===== config.mk =====
export PLATFORM = sky130hd
export DESIGN_NAME = rv32_decode_stage
export DESIGN_NICKNAME = d
export VERILOG_FILES = /design/src/rtl/fe_pkg.sv /design/src/rtl/rv32_decode_core.sv /design/src/rtl/rv32_decode_stage.sv
export SDC_FILE = /design/constraint.sdc
export NUM_CORES = 1
export LEC_CHECK = 0
export ABC_AREA = 1
export BUFFER_PORTS_ARGS = -buffer_cell sky130_fd_sc_hd__buf_2
export CELL_PAD_IN_SITES_DETAIL_PLACEMENT = 0
export CELL_PAD_IN_SITES_GLOBAL_PLACEMENT = 2
export CORE_MARGIN = 2
export CORE_UTILIZATION = 25
export CTS_BUF_LIST = sky130_fd_sc_hd__clkbuf_4 sky130_fd_sc_hd__clkbuf_8
export CTS_CLUSTER_DIAMETER = 40
export DETAILED_ROUTE_END_ITERATION = 8
export PLACE_DENSITY_LB_ADDON = 0.1
export RECOVER_POWER = 25
export SKIP_LAST_GASP = 1
export SLEW_MARGIN = 10
export SYNTH_ARGS = -nofsm -noshare
export SYNTH_HDL_FRONTEND = slang
export SYNTH_SLANG_ARGS = --single-unit

===== constraint.sdc =====
create_clock -name clk -period 8.1 [get_ports clk]
set_input_delay 0 -clock clk [delete_from_list [all_inputs] [get_ports clk]]
set_output_delay 0 -clock clk [all_outputs]
set_load 0.02 [all_outputs]

===== src/rtl/fe_pkg.sv =====
// Shared types for the fe/ pipeline decode path: opcode and mnemonic enums,
// the decoded-instruction record and the decode-stage buffer states.
package fe_pkg;

    localparam int PC_W = 32;

    typedef enum logic [6:0] {
        OPC_NONE   = 7'h00,
        OPC_LOAD   = 7'h03,
        OPC_OP_IMM = 7'h13,
        OPC_AUIPC  = 7'h17,
        OPC_STORE  = 7'h23,
        OPC_OP     = 7'h33,
        OPC_LUI    = 7'h37,
        OPC_BRANCH = 7'h63,
        OPC_JALR   = 7'h67,
        OPC_JAL    = 7'h6F,
        OPC_SYSTEM = 7'h73
    } opcode_e;

    typedef enum logic [5:0] {
        MN_NULL,
        MN_LUI, MN_AUIPC, MN_JAL, MN_JALR,
        MN_BEQ, MN_BNE, MN_BLT, MN_BGE, MN_BLTU, MN_BGEU,
        MN_LB, MN_LH, MN_LW, MN_LBU, MN_LHU,
        MN_SB, MN_SH, MN_SW,
        MN_ADDI, MN_SLTI, MN_SLTIU, MN_XORI, MN_ORI, MN_ANDI, MN_SLLI, MN_SRLI, MN_SRAI,
        MN_ADD, MN_SUB, MN_SLL, MN_SLT, MN_SLTU, MN_XOR, MN_SRL, MN_SRA, MN_OR, MN_AND,
        MN_ECALL, MN_EBREAK,
        MN_MUL, MN_MULH, MN_MULHSU, MN_MULHU, MN_DIV, MN_DIVU, MN_REM, MN_REMU
    } mnemonic_e;

    typedef enum logic [1:0] {
        ST_EMPTY = 2'd0,
        ST_ONE   = 2'd1,
        ST_TWO   = 2'd2
    } stage_state_e;

    typedef struct packed {
        logic [PC_W-1:0] pc;
        logic [4:0]      rs1;
        logic [4:0]      rs2;
        logic [4:0]      rd;
        logic [31:0]     imm;
        opcode_e         opcode;
        mnemonic_e       mnemonic;
        logic            rd_we;
        logic            illegal;
    } decoded_t;

endpackage


===== src/rtl/rv32_decode_core.sv =====
// Combinational RV32I(+M) decoder: instruction word and PC in, decoded record out.
// Any encoding that maps to no mnemonic is flagged illegal and never writes rd.
module rv32_decode_core
    import fe_pkg::*;
#(
    parameter bit M_EXT = 1'b1
) (
    input  logic [31:0]   instr,
    input  logic [PC_W-1:0] pc,
    output decoded_t      dec
);

    logic [6:0]  f7;
    logic [2:0]  f3;
    logic [31:0] imm_i, imm_s, imm_b, imm_u, imm_j;
    logic        writes_rd;
    mnemonic_e   mn;

    assign f7    = instr[31:25];
    assign f3    = instr[14:12];
    assign imm_i = {{20{instr[31]}}, instr[31:20]};
    assign imm_s = {{20{instr[31]}}, instr[31:25], instr[11:7]};
    assign imm_b = {{19{instr[31]}}, instr[31], instr[7], instr[30:25], instr[11:8], 1'b0};
    assign imm_u = {instr[31:12], 12'b0};
    assign imm_j = {{11{instr[31]}}, instr[31], instr[19:12], instr[20], instr[30:21], 1'b0};

    always_comb begin
        dec       = '0;
        dec.pc    = pc;
        writes_rd = 1'b0;
        mn        = MN_NULL;
        case (instr[6:0])
            7'h37: begin
                dec.opcode = OPC_LUI;   dec.rd = instr[11:7]; dec.imm = imm_u;
                writes_rd = 1'b1;       mn = MN_LUI;
            end
            7'h17: begin
                dec.opcode = OPC_AUIPC; dec.rd = instr[11:7]; dec.imm = imm_u;
                writes_rd = 1'b1;       mn = MN_AUIPC;
            end
            7'h6F: begin
                dec.opcode = OPC_JAL;   dec.rd = instr[11:7]; dec.imm = imm_j;
                writes_rd = 1'b1;       mn = MN_JAL;
            end
            7'h67: begin
                dec.opcode = OPC_JALR;  dec.rs1 = instr[19:15]; dec.rd = instr[11:7];
                dec.imm = imm_i;        writes_rd = 1'b1;
                mn = (f3 == 3'd0) ? MN_JALR : MN_NULL;
            end
            7'h63: begin
                dec.opcode = OPC_BRANCH; dec.rs1 = instr[19:15]; dec.rs2 = instr[24:20];
                dec.imm = imm_b;
                case (f3)
                    3'd0: mn = MN_BEQ;   3'd1: mn = MN_BNE;
                    3'd4: mn = MN_BLT;   3'd5: mn = MN_BGE;
                    3'd6: mn = MN_BLTU;  3'd7: mn = MN_BGEU;
                    default: mn = MN_NULL;
                endcase
            end
            7'h03: begin
                dec.opcode = OPC_LOAD;  dec.rs1 = instr[19:15]; dec.rd = instr[11:7];
                dec.imm = imm_i;        writes_rd = 1'b1;
                case (f3)
                    3'd0: mn = MN_LB;    3'd1: mn = MN_LH;   3'd2: mn = MN_LW;
                    3'd4: mn = MN_LBU;   3'd5: mn = MN_LHU;
                    default: mn = MN_NULL;
                endcase
            end
            7'h23: begin
                dec.opcode = OPC_STORE; dec.rs1 = instr[19:15]; dec.rs2 = instr[24:20];
                dec.imm = imm_s;
                case (f3)
                    3'd0: mn = MN_SB;    3'd1: mn = MN_SH;   3'd2: mn = MN_SW;
                    default: mn = MN_NULL;
                endcase
            end
            7'h13: begin
                dec.opcode = OPC_OP_IMM; dec.rs1 = instr[19:15]; dec.rd = instr[11:7];
                dec.imm = imm_i;         writes_rd = 1'b1;
                // Shift-immediates reuse the top bits of imm as funct7.
                case (f3)
                    3'd0: mn = MN_ADDI;  3'd2: mn = MN_SLTI;  3'd3: mn = MN_SLTIU;
                    3'd4: mn = MN_XORI;  3'd6: mn = MN_ORI;   3'd7: mn = MN_ANDI;
                    3'd1: mn = (f7 == 7'h00) ? MN_SLLI : MN_NULL;
                    default: mn = (f7 == 7'h00) ? MN_SRLI :
                                  (f7 == 7'h20) ? MN_SRAI : MN_NULL;
                endcase
            end
            7'h33: begin
                dec.opcode = OPC_OP;    dec.rs1 = instr[19:15]; dec.rs2 = instr[24:20];
                dec.rd = instr[11:7];   writes_rd = 1'b1;
                case (f7)
                    7'h00: case (f3)
                        3'd0: mn = MN_ADD;  3'd1: mn = MN_SLL;  3'd2: mn = MN_SLT;
                        3'd3: mn = MN_SLTU; 3'd4: mn = MN_XOR;  3'd5: mn = MN_SRL;
                        3'd6: mn = MN_OR;   default: mn = MN_AND;
                    endcase
                    7'h20: mn = (f3 == 3'd0) ? MN_SUB : (f3 == 3'd5) ? MN_SRA : MN_NULL;
                    7'h01: if (M_EXT) begin
                        case (f3)
                            3'd0: mn = MN_MUL;  3'd1: mn = MN_MULH;  3'd2: mn = MN_MULHSU;
                            3'd3: mn = MN_MULHU; 3'd4: mn = MN_DIV;  3'd5: mn = MN_DIVU;
                            3'd6: mn = MN_REM;  default: mn = MN_REMU;
                        endcase
                    end
                    default: mn = MN_NULL;
                endcase
            end
            7'h73: begin
                dec.opcode = OPC_SYSTEM; dec.rs1 = instr[19:15]; dec.rd = instr[11:7];
                dec.imm = imm_i;
                mn = (instr == 32'h0000_0073) ? MN_ECALL :
                     (instr == 32'h0010_0073) ? MN_EBREAK : MN_NULL;
            end
            default: mn = MN_NULL;
        endcase
        dec.mnemonic = mn;
        dec.illegal  = (mn == MN_NULL);
        dec.rd_we    = writes_rd && (mn != MN_NULL) && (dec.rd != 5'd0);
    end

endmodule


===== src/rtl/rv32_decode_stage.sv =====
// Registered decode stage between fetch and execute: a main output register plus
// a skid entry so in_ready comes straight from a flop and throughput stays 1/cycle.
module rv32_decode_stage
    import fe_pkg::*;
#(
    parameter bit M_EXT    = 1'b1,
    parameter int PC_WIDTH = 32
) (
    input  logic                clk,
    input  logic                rst,
    input  logic                flush,
    input  logic                in_valid,
    output logic                in_ready,
    input  logic [31:0]         in_instr,
    input  logic [PC_WIDTH-1:0] in_pc,
    output logic                out_valid,
    input  logic                out_ready,
    output logic [PC_WIDTH-1:0] out_pc,
    output logic [4:0]          out_rs1,
    output logic [4:0]          out_rs2,
    output logic [4:0]          out_rd,
    output logic [31:0]         out_imm,
    output opcode_e             out_opcode,
    output mnemonic_e           out_mnemonic,
    output logic                out_rd_we,
    output logic                out_illegal,
    output stage_state_e        dbg_state
);

    // Handshake: a transfer happens on a rising edge where valid && ready;
    // valid never depends on ready and payload holds while valid && !ready.
    decoded_t     dec;
    decoded_t     main_q, main_d, skid_q, skid_d;
    stage_state_e state_q, state_d;
    logic         in_ready_q, in_ready_d;
    logic         out_valid_q, out_valid_d;
    logic         accept, fire;

    rv32_decode_core #(.M_EXT(M_EXT)) u_core (
        .instr (in_instr),
        .pc    (PC_W'(in_pc)),
        .dec   (dec)
    );

    assign accept = in_valid && in_ready_q;
    assign fire   = out_valid_q && out_ready;

    always_comb begin
        state_d = state_q;
        main_d  = main_q;
        skid_d  = skid_q;
        if (flush) begin
            state_d = ST_EMPTY;
            main_d  = '0;
            skid_d  = '0;
        end else begin
            case (state_q)
                ST_EMPTY: if (accept) begin
                    main_d  = dec;
                    state_d = ST_ONE;
                end
                ST_ONE: begin
                    if (accept && fire) begin
                        main_d = dec;
                    end else if (accept) begin
                        skid_d  = dec;
                        state_d = ST_TWO;
                    end else if (fire) begin
                        state_d = ST_EMPTY;
                    end
                end
                ST_TWO: if (fire) begin
                    main_d  = skid_q;
                    state_d = ST_ONE;
                end
                default: state_d = ST_EMPTY;
            endcase
        end
        in_ready_d  = (state_d != ST_TWO);
        out_valid_d = (state_d != ST_EMPTY);
    end

    always_ff @(posedge clk or posedge rst) begin
        if (rst) begin
            state_q     <= ST_EMPTY;
            main_q      <= '0;
            skid_q      <= '0;
            in_ready_q  <= 1'b1;
            out_valid_q <= 1'b0;
        end else begin
            state_q     <= state_d;
            main_q      <= main_d;
            skid_q      <= skid_d;
            in_ready_q  <= in_ready_d;
            out_valid_q <= out_valid_d;
        end
    end

    assign in_ready     = in_ready_q;
    assign out_valid    = out_valid_q;
    assign out_pc       = PC_WIDTH'(main_q.pc);
    assign out_rs1      = main_q.rs1;
    assign out_rs2      = main_q.rs2;
    assign out_rd       = main_q.rd;
    assign out_imm      = main_q.imm;
    assign out_opcode   = main_q.opcode;
    assign out_mnemonic = main_q.mnemonic;
    assign out_rd_we    = main_q.rd_we;
    assign out_illegal  = main_q.illegal;
    assign dbg_state    = state_q;

endmodule


==> results by group, run 1 <==
Floorplanning
  – Row count: 70
  – Die X: 196 um
  – Die H: 196 um
  – Core Footprint: ~0.036 mm2
  – Initial Util: 25.3%
  – Io pins: 167
  – DIE AREA: 0.0384 mm2

Timing
  – Final Hold Viols: 0
  – Tcrit/Tclk final: between 40% and 50%
  – Worst-Margin Slew: 3.45 ns
  – Max-slew headroom: -131%
  – Slew Viols, Final: 73
  – Fmax: about 260 MHz
  – Final setup viols: 0
  – TNS Setup: 0 ns
  – Period minus WS final: around 3.8 ns
  – Skew final: between 0.01 and 0.015 ns
  – Unrepaired setup endpoints after global routing: false

Placement
  – Routability cong.: a little over 0.8
  – Port-buffer cells: between 150 and 200
  – Dpl hpwl: 22000 um

Route
  – Pre-Repair DR Iteration Count: 5
  – Antenna-violating nets left: 0
  – Final Routed Wirelength: 33400 um
  – Via count: around 8.5k
  – # DRC: 0
  – WL per Instance: 18.2 um
  – DRT iter0 DRCs: 498
  – Via-per-instance ratio: 4.63

CTS
  – Number of post-CTS setup repair buffers: 0
  – H-tree depth: 4
  – CTS tree: yes
  – Root buf cell: clkbuf_8
  – CTS Buffer Depth: 2
  – Cts repair resizes: 0
  – Clock sinks: 190
  – Clock buffer count from CTS: 17
  – Cts hold-fix bufs: 61
  – Skew-Pair Late Insertion Delay: around 0.5 ns
  – Clock slew at reported path FFs: 0.11 ns

Global routing
  – Largest net degree at the start of global routing: 89
  – Grt total ovfl: 0
  – Vias in the first global route: 8418
  – First-pass GRT wire length: 51700 um
  – All-Layer GR Usage: ~18%
  – Initial antenna violation count: 0

Finish
  – Share of post-route cells with drive strength above 1: 14.3%
  – Area grow syn2layout: 24.0%
  – Fillcell total: 3993
  – Nets: around 1.4k
  – Commonest non-fill, non-tap cell in the layout: nand2_1
  – Diodes inserted: 0
  – Most frequent cells in the layout: nand2_1 (313), dfrtp_1 (189), o21ai_0 (160)
  – Final core utilization: 31.4%

Hold path
  – Worst Hold Path Cells: 7
  – HP Class: in -> reg
  – Hold Path End: skid_q[11]
  – HP Start: in_instr[3]

Synthesis
  – Post-Syn Instances: 1169
  – Yosys warnings: 0
  – Mean post-synth cell area: 7.89 um2
  – Register area share after synthesis: roughly half
  – EDFF count, synth: 0
  – Yosys cell types: 36
  – Syn nets: 1238
  – FFs w/ async S/R, synth: 100%
  – Register bit total from synthesis: 190
  – Mapped Area: 0.00922 mm2
  – Top_reg_cell synth: dfrtp_1

Setup path
  – Critical Path Source Type: input pin
  – Critical Path RT: 8.66 ns
  – Crit-path cells: dlygate4sd3_1, buf_2, clkinvlp_2, buf_4, buf_4
  – CP Max Fanout: between 70 and 80
  – Critical Path AT: 4.34 ns
  – FF-to-FF path depth: 10
  – R2R Path Start: dbg_state[1]
  – Max incr delay on CP: 1.90 ns
  – Cell mode on critical path: buf_4
  – CP endpoint kind: async pin
  – R2r setup slk: 4.65 ns
  – Endpoint of the worst-slack reg-to-reg timing path: out_rd_we
  – Slowest cell on the critical path: clkinvlp_2
  – Crit path kind: in -> async

Power
  – Combinational Power Share: 21.9%
  – Net Sw Power: 788 uW
  – Clock network fraction of total power: 32.3%
  – Switch share: 33.8%
  – Power, Total: 2.34 mW
  – VDD IR max: 0.0948 mV
  – Int Power: 1.55 mW
  – Share of total power in sequential cells: 45.9%
  – Power Density: 204 mW/mm2
  – Pleak: 5.73 nW

Flow run
  – Max-cap viol count: 1

Status
  – Status: finished with violations
  – Failing checks: capacitance limit, slew limit
-- layer usage --
layer | wire length, um | track usage, %
met3 | 906 | 2.22
met5 | 0 | 0
met1 | 16500 | 25.2
met2 | 15600 | 28.4
met4 | 404 | 4.60
-- critical path: cells and delay by family --
family                 cells  cell delay, ns
buffers and inverters      5            4.21
-- cells by family after synthesis --
kind of cell | Yosys count | synth area share (%)
AO/OA/AOI/OAI | 291 | 17.4
buffers and inverters | 170 | 7.43
flip-flops | 190 | 51.6
AND/OR/NAND/NOR | 518 | 23.6
-- cells in the mapped netlist (8+ instances only) --
cell	n	area (um2)
buf_2	14	70.1
nand2_1	314	1180
nand3_1	103	515
o21ai_0	160	801
o211ai_1	8	60.1
a32o_1	9	90.1
inv_2	9	33.8
inv_1	92	345
nor2_1	74	278
o22ai_1	20	125
a21oi_1	17	85.1
o21ai_1	62	310
clkbuf_1	41	154
nor2_2	8	50.1
dfrtp_1	189	4730
-- power groups by stage --
stage                     Clock [mW]  Sequential, mW  Combinational (mW)
final                          0.753            1.07               0.511
after detailed placement           0            1.09               0.514
after CTS                      0.789            1.07               0.537
after global placement             0            1.09               0.515
after floorplan                    0            1.16               0.242
after global routing           0.820            1.08               0.571
-- sequential cells by signal, indices dropped and copies added, names as in the netlist --
signal	flops
out_rd_we	1
out_valid	1
out_rd	5
out_pc	32
out_rs1	5
out_opcode	6
out_illegal	1
skid_q	93
in_ready	1
dbg_state	2
out_rs2	5
out_imm	32
out_mnemonic	6
-- final cells by class --
cell class / instances / area (um2) / area share [%]
Sequential cell: 190 / 4760 / 41.6
Multi-Input combinational cell: 809 / 3790 / 33.2
Timing Repair Buffer: 236 / 1450 / 12.7
Tap cell: 468 / 586 / 5.12
Inverter: 102 / 384 / 3.36
Clock buffer: 19 / 262 / 2.29
Clock inverter: 13 / 209 / 1.83
-- worst max-delay path by stage --
| stage | from | endpoint | slack, ns | depth (start not counted) |
|---|---|---|---|---|
| after floorplan | rst | dbg_state[0] | 2.93 | 1 |
| after global placement | dbg_state[1] | out_illegal | 4.51 | 10 |
| after detailed placement | dbg_state[1] | out_rd_we | 4.47 | 10 |
| after CTS | dbg_state[1] | out_rd_we | 4.44 | 10 |
| after global routing | rst | out_rd[1] | 3.57 | 5 |
| final | rst | skid_q[27] | 4.32 | 5 |
-- stage by stage --
stage / cell area (um2) / instances / setup WS, ns / hold slack (ns)
3_3_place_gp: 10400 / 1744 / 4.51 / 0.111
3_5_place_dp: 10400 / 1744 / 4.47 / 0.111
2_1_floorplan: 9220 / 1169 / 2.93 / 0.161
4_1_cts: 11500 / 1837 / 4.44 / 0.0886
5_1_grt: 11400 / 1837 / 3.57 / 0.139
6_report: 11400 / 1837 / 4.32 / 0.137
No activity file was read; power rests on OpenSTA's default activity.
==> run 2: changes to the inputs <==
--- a/config.mk
+++ b/config.mk
@@ -5,7 +5,7 @@
 export SDC_FILE = /design/constraint.sdc
 export NUM_CORES = 1
 export LEC_CHECK = 0
-export ABC_AREA = 1
+export ABC_AREA = 0
 export BUFFER_PORTS_ARGS = -buffer_cell sky130_fd_sc_hd__buf_2
 export CELL_PAD_IN_SITES_DETAIL_PLACEMENT = 0
 export CELL_PAD_IN_SITES_GLOBAL_PLACEMENT = 2
==> constraint.sdc (replaced) <==
create_clock -name clk -period 3.55 [get_ports clk]
set_input_delay 0 -clock clk [delete_from_list [all_inputs] [get_ports clk]]
set_output_delay 0 -clock clk [all_outputs]
set_load 0.02 [all_outputs]
==> results by group, run 2 <==
Status
  – Status: finished with violations
  – Failing checks: capacitance limit, slew limit

Setup path
  – CP endpoint kind: flop
  – Crit path kind: reg -> reg
  – CP Max Fanout: 77 (+6.9%)
  – Critical Path RT: 3.94 ns (-4.72 ns)
  – Critical Path AT: 3.08 ns (-1.26 ns)
  – Critical Path Source Type: flop

Synthesis
  – Post-Syn Instances: 975 (-17%)
  – Adder-Cell Fraction of Synth Area: 0% (unchanged)
  – Yosys warnings: 0 (unchanged)
  – Top cell type's share of synthesized area: 51.9% (+0.59 points)
  – Post-synthesis mux area share: 4.06% (+4.1 points)
  – Top_reg_cell synth: dfrtp_1
  – EDFF count, synth: 0 (unchanged)
  – Synth top cells by count: dfrtp_1 (189), nand2_1 (170), a21oi_1 (92), nor2_1 (77), clkbuf_1 (67)
  – Syn nets: 1044 (-16%)
  – Yosys cell types: 59 (+64%)
  – Synth top area cells: dfrtp_1 (52%), nand2_1 (7.0%), a21oi_1 (5.1%)
  – Register area share after synthesis: 52.2% (+0.59 points)
  – Simple-gate share of the synthesized area: 16.3% (-7.3 points)
  – XOR/XNOR share of the synthesized area: 0.192% (+0.19 points)
  – Main combinational cell family by area after synthesis: compound AO/OA/AOI/OAI gates
  – Yosys top cell by area: dfrtp_1
  – FFs w/ async S/R, synth: 100% (unchanged)
  – Mapped Area: 0.00912 mm2 (-1.1%)
  – Mean post-synth cell area: 9.35 um2 (+19%)
  – Compound-Gate Fraction of Synth Area: 23.3% (+5.9 points)
  – Register bit total from synthesis: 190 (unchanged)
  – Most frequent cell after synthesis: dfrtp_1

Global routing
  – Largest net degree at the start of global routing: 84 (-5.6%)
  – Grt total ovfl: 0 (unchanged)
  – All-Layer GR Usage: 17.1% (-0.59 points)
  – First-pass GRT wire length: 49900 um (-3.4%)
  – Vias in the first global route: 7938 (-5.7%)
  – Initial antenna violation count: 0 (unchanged)

Finish
  – Fillcell total: 3792 (-5.0%)
  – Diodes inserted: 0 (unchanged)
  – Reg with most FFs: skid_q
  – Nets: 1216 (-15%)
  – Most frequent cells in the layout: dfrtp_1 (189), nand2_1 (170), buf_2 (117)
  – Commonest non-fill, non-tap cell in the layout: dfrtp_1
  – Share of post-route cells with drive strength above 1: 15.9% (+1.6 points)
  – Max reg flops: 93 (unchanged)
  – Final Cell Area: 0.0113 mm2 (-0.95%)
  – Area grow syn2layout: 24.3%

Timing
  – Tcrit/Tclk final: 75.7%
  – TNS Setup: 0 ns (unchanged)
  – Unrepaired setup endpoints after global routing: false
  – Worst-Margin Slew: 1.80 ns (-1.65 ns)
  – Final setup viols: 0 (unchanged)
  – Final Hold Viols: 0 (unchanged)
  – Slew Viols, Final: 37 (-49%)
  – Hold Worst Slack: 0.100 ns (-0.0371 ns)
  – Max-slew headroom: -20.6% (+110 points)
  – Post-route setup slack: 0.864 ns (-3.45 ns)
  – Fmax: 372 MHz
  – Skew final: 0.0168 ns (+0.00406 ns)
  – Period minus WS final: 2.69 ns

Hold path
  – HP Class: in -> reg

Power
  – VDD IR max: 0.227 mV (+140%)
  – Pleak: 5.20 nW (-9.3%)
  – Power, Total: 4.89 mW (+110%)
  – Power Density: 432 mW/mm2 (+110%)

Floorplanning
  – Io pins: 167 (unchanged)
  – Die H: 195 um (-0.56%)
  – Row count: 69 (-1.4%)
  – Die X: 195 um (-0.56%)
  – Core Footprint: 0.0357 mm2 (-1.9%)
  – Initial Util: 25.5% (+0.20 points)
  – DIE AREA: 0.0380 mm2 (-1.1%)

Route
  – # DRC: 0 (unchanged)
  – Final Routed Wirelength: 32100 um (-3.9%)
  – Antenna-violating nets left: 0 (unchanged)
  – DRT iter0 DRCs: 462 (-7.2%)
  – Via-per-instance ratio: 4.83 (+4.4%)
  – Via count: 7832 (-7.9%)
  – Pre-Repair DR Iteration Count: 5 (unchanged)
  – WL per Instance: 19.8 um (+8.9%)

CTS
  – CTS tree: yes
  – Skew-Pair Late Insertion Delay: 0.50 ns (about the same)
  – Clock buffer count from CTS: 17 (unchanged)
  – Number of post-CTS setup repair buffers: 0 (unchanged)
  – Root buf cell: clkbuf_8
  – CTS Buffer Depth: 2 (unchanged)
  – Clock sinks: 190 (unchanged)
  – Clock slew at reported path FFs: 0.10 ns (about the same)
  – Cts repair resizes: 0 (unchanged)
  – H-tree depth: 4 (unchanged)

Flow run
  – Max-cap viol count: 1 (unchanged)

Placement
  – Place WS: 0.834 ns (-3.64 ns)
  – Port-buffer cells: 166 (unchanged)
  – Dpl hpwl: 21200 um (-3.6%)
  – Routability cong.: 0.754 (-9.2%)
  – Area after DPL: 0.0104 mm2 (-0.37%)
run 2: changes by cell type in the layout (fill, tap and decap cells not counted), moves of 10 or more:
cell      delta
o31ai_1     +34
nand3_1     -92
nand2_1    -143
a22o_1      +50
a22oi_1     +15
o22ai_1     -20
a21oi_1     +74
inv_1       -83
a211oi_1    +33
o21ai_0     -98
o21ai_1     -62
inv_2       -10
mux2i_1     +37
run 2: worst paths after layout:
path                       cells after the start           end    startpoint  slack (ns)
setup / recovery                               6    out_pc[18]  dbg_state[1]        0.86
setup reg to reg                               6    out_pc[18]  dbg_state[1]        0.86
hold reg to reg                                2     out_pc[8]     out_pc[8]        0.48
min in group asynchronous                      3    out_imm[5]           rst        0.51
hold / removal                                 5  dbg_state[0]      in_valid        0.10
max in group asynchronous                      4    out_rs1[0]           rst        1.07
run 2: cell families after synthesis:
group / Yosys count
AO/OA/AOI/OAI: 323
XOR/XNOR: 2
buffers and inverters: 92
flip-flops: 190
multiplexers: 37
AND/OR/NAND/NOR: 331
run 2: power by group:
part | total, mW | switching, mW | internal, mW
Clock | 1.73 | 0.876 | 0.852
Sequential | 2.34 | 0.0687 | 2.28
Combinational | 0.822 | 0.565 | 0.258
run 2: what timing repair did:
item,in CTS,in global routing
endpoints found under the hold margin,162,0
setup endpoints to repair,0,0
hold buffers,57,0
run 2: through the flow:
| stage | utilization, % | std cells |
|---|---|---|
| after floorplan | - | 975 |
| after global placement | 29.1 | 1532 |
| after detailed placement | 29.1 | 1532 |
| after CTS | 32.0 | 1621 |
| after global routing | 31.7 | 1621 |
| final | 31.7 | 1621 |
run 2: final cells by class:
type	count	area [um2]	share of cell area, %
Sequential cell	190	4760	42.0
Clock buffer	17	234	2.07
Inverter	8	31.3	0.276
Tap cell	461	577	5.09
Clock inverter	15	233	2.05
Timing Repair Buffer	237	1460	12.9
Multi-Input combinational cell	693	4040	35.7
run 2: critical path: stages (launching register included):
cell,delay (ns)
dfrtp_1,0.47
nor2b_4,0.16
o21bai_1,0.21
o311a_4,0.63
buf_4,0.78
nand2_1,0.13
o31ai_1,0.10
run 2: layer usage:
layer | global-route usage [%] | wire length (um) | up-vias
met5 | 0 | 0 | -
met4 | 4.16 | 332 | 0
met3 | 2.45 | 873 | 15
met2 | 27.6 | 14900 | 149
met1 | 24.2 | 16000 | 3824
li1 | - | - | 3844
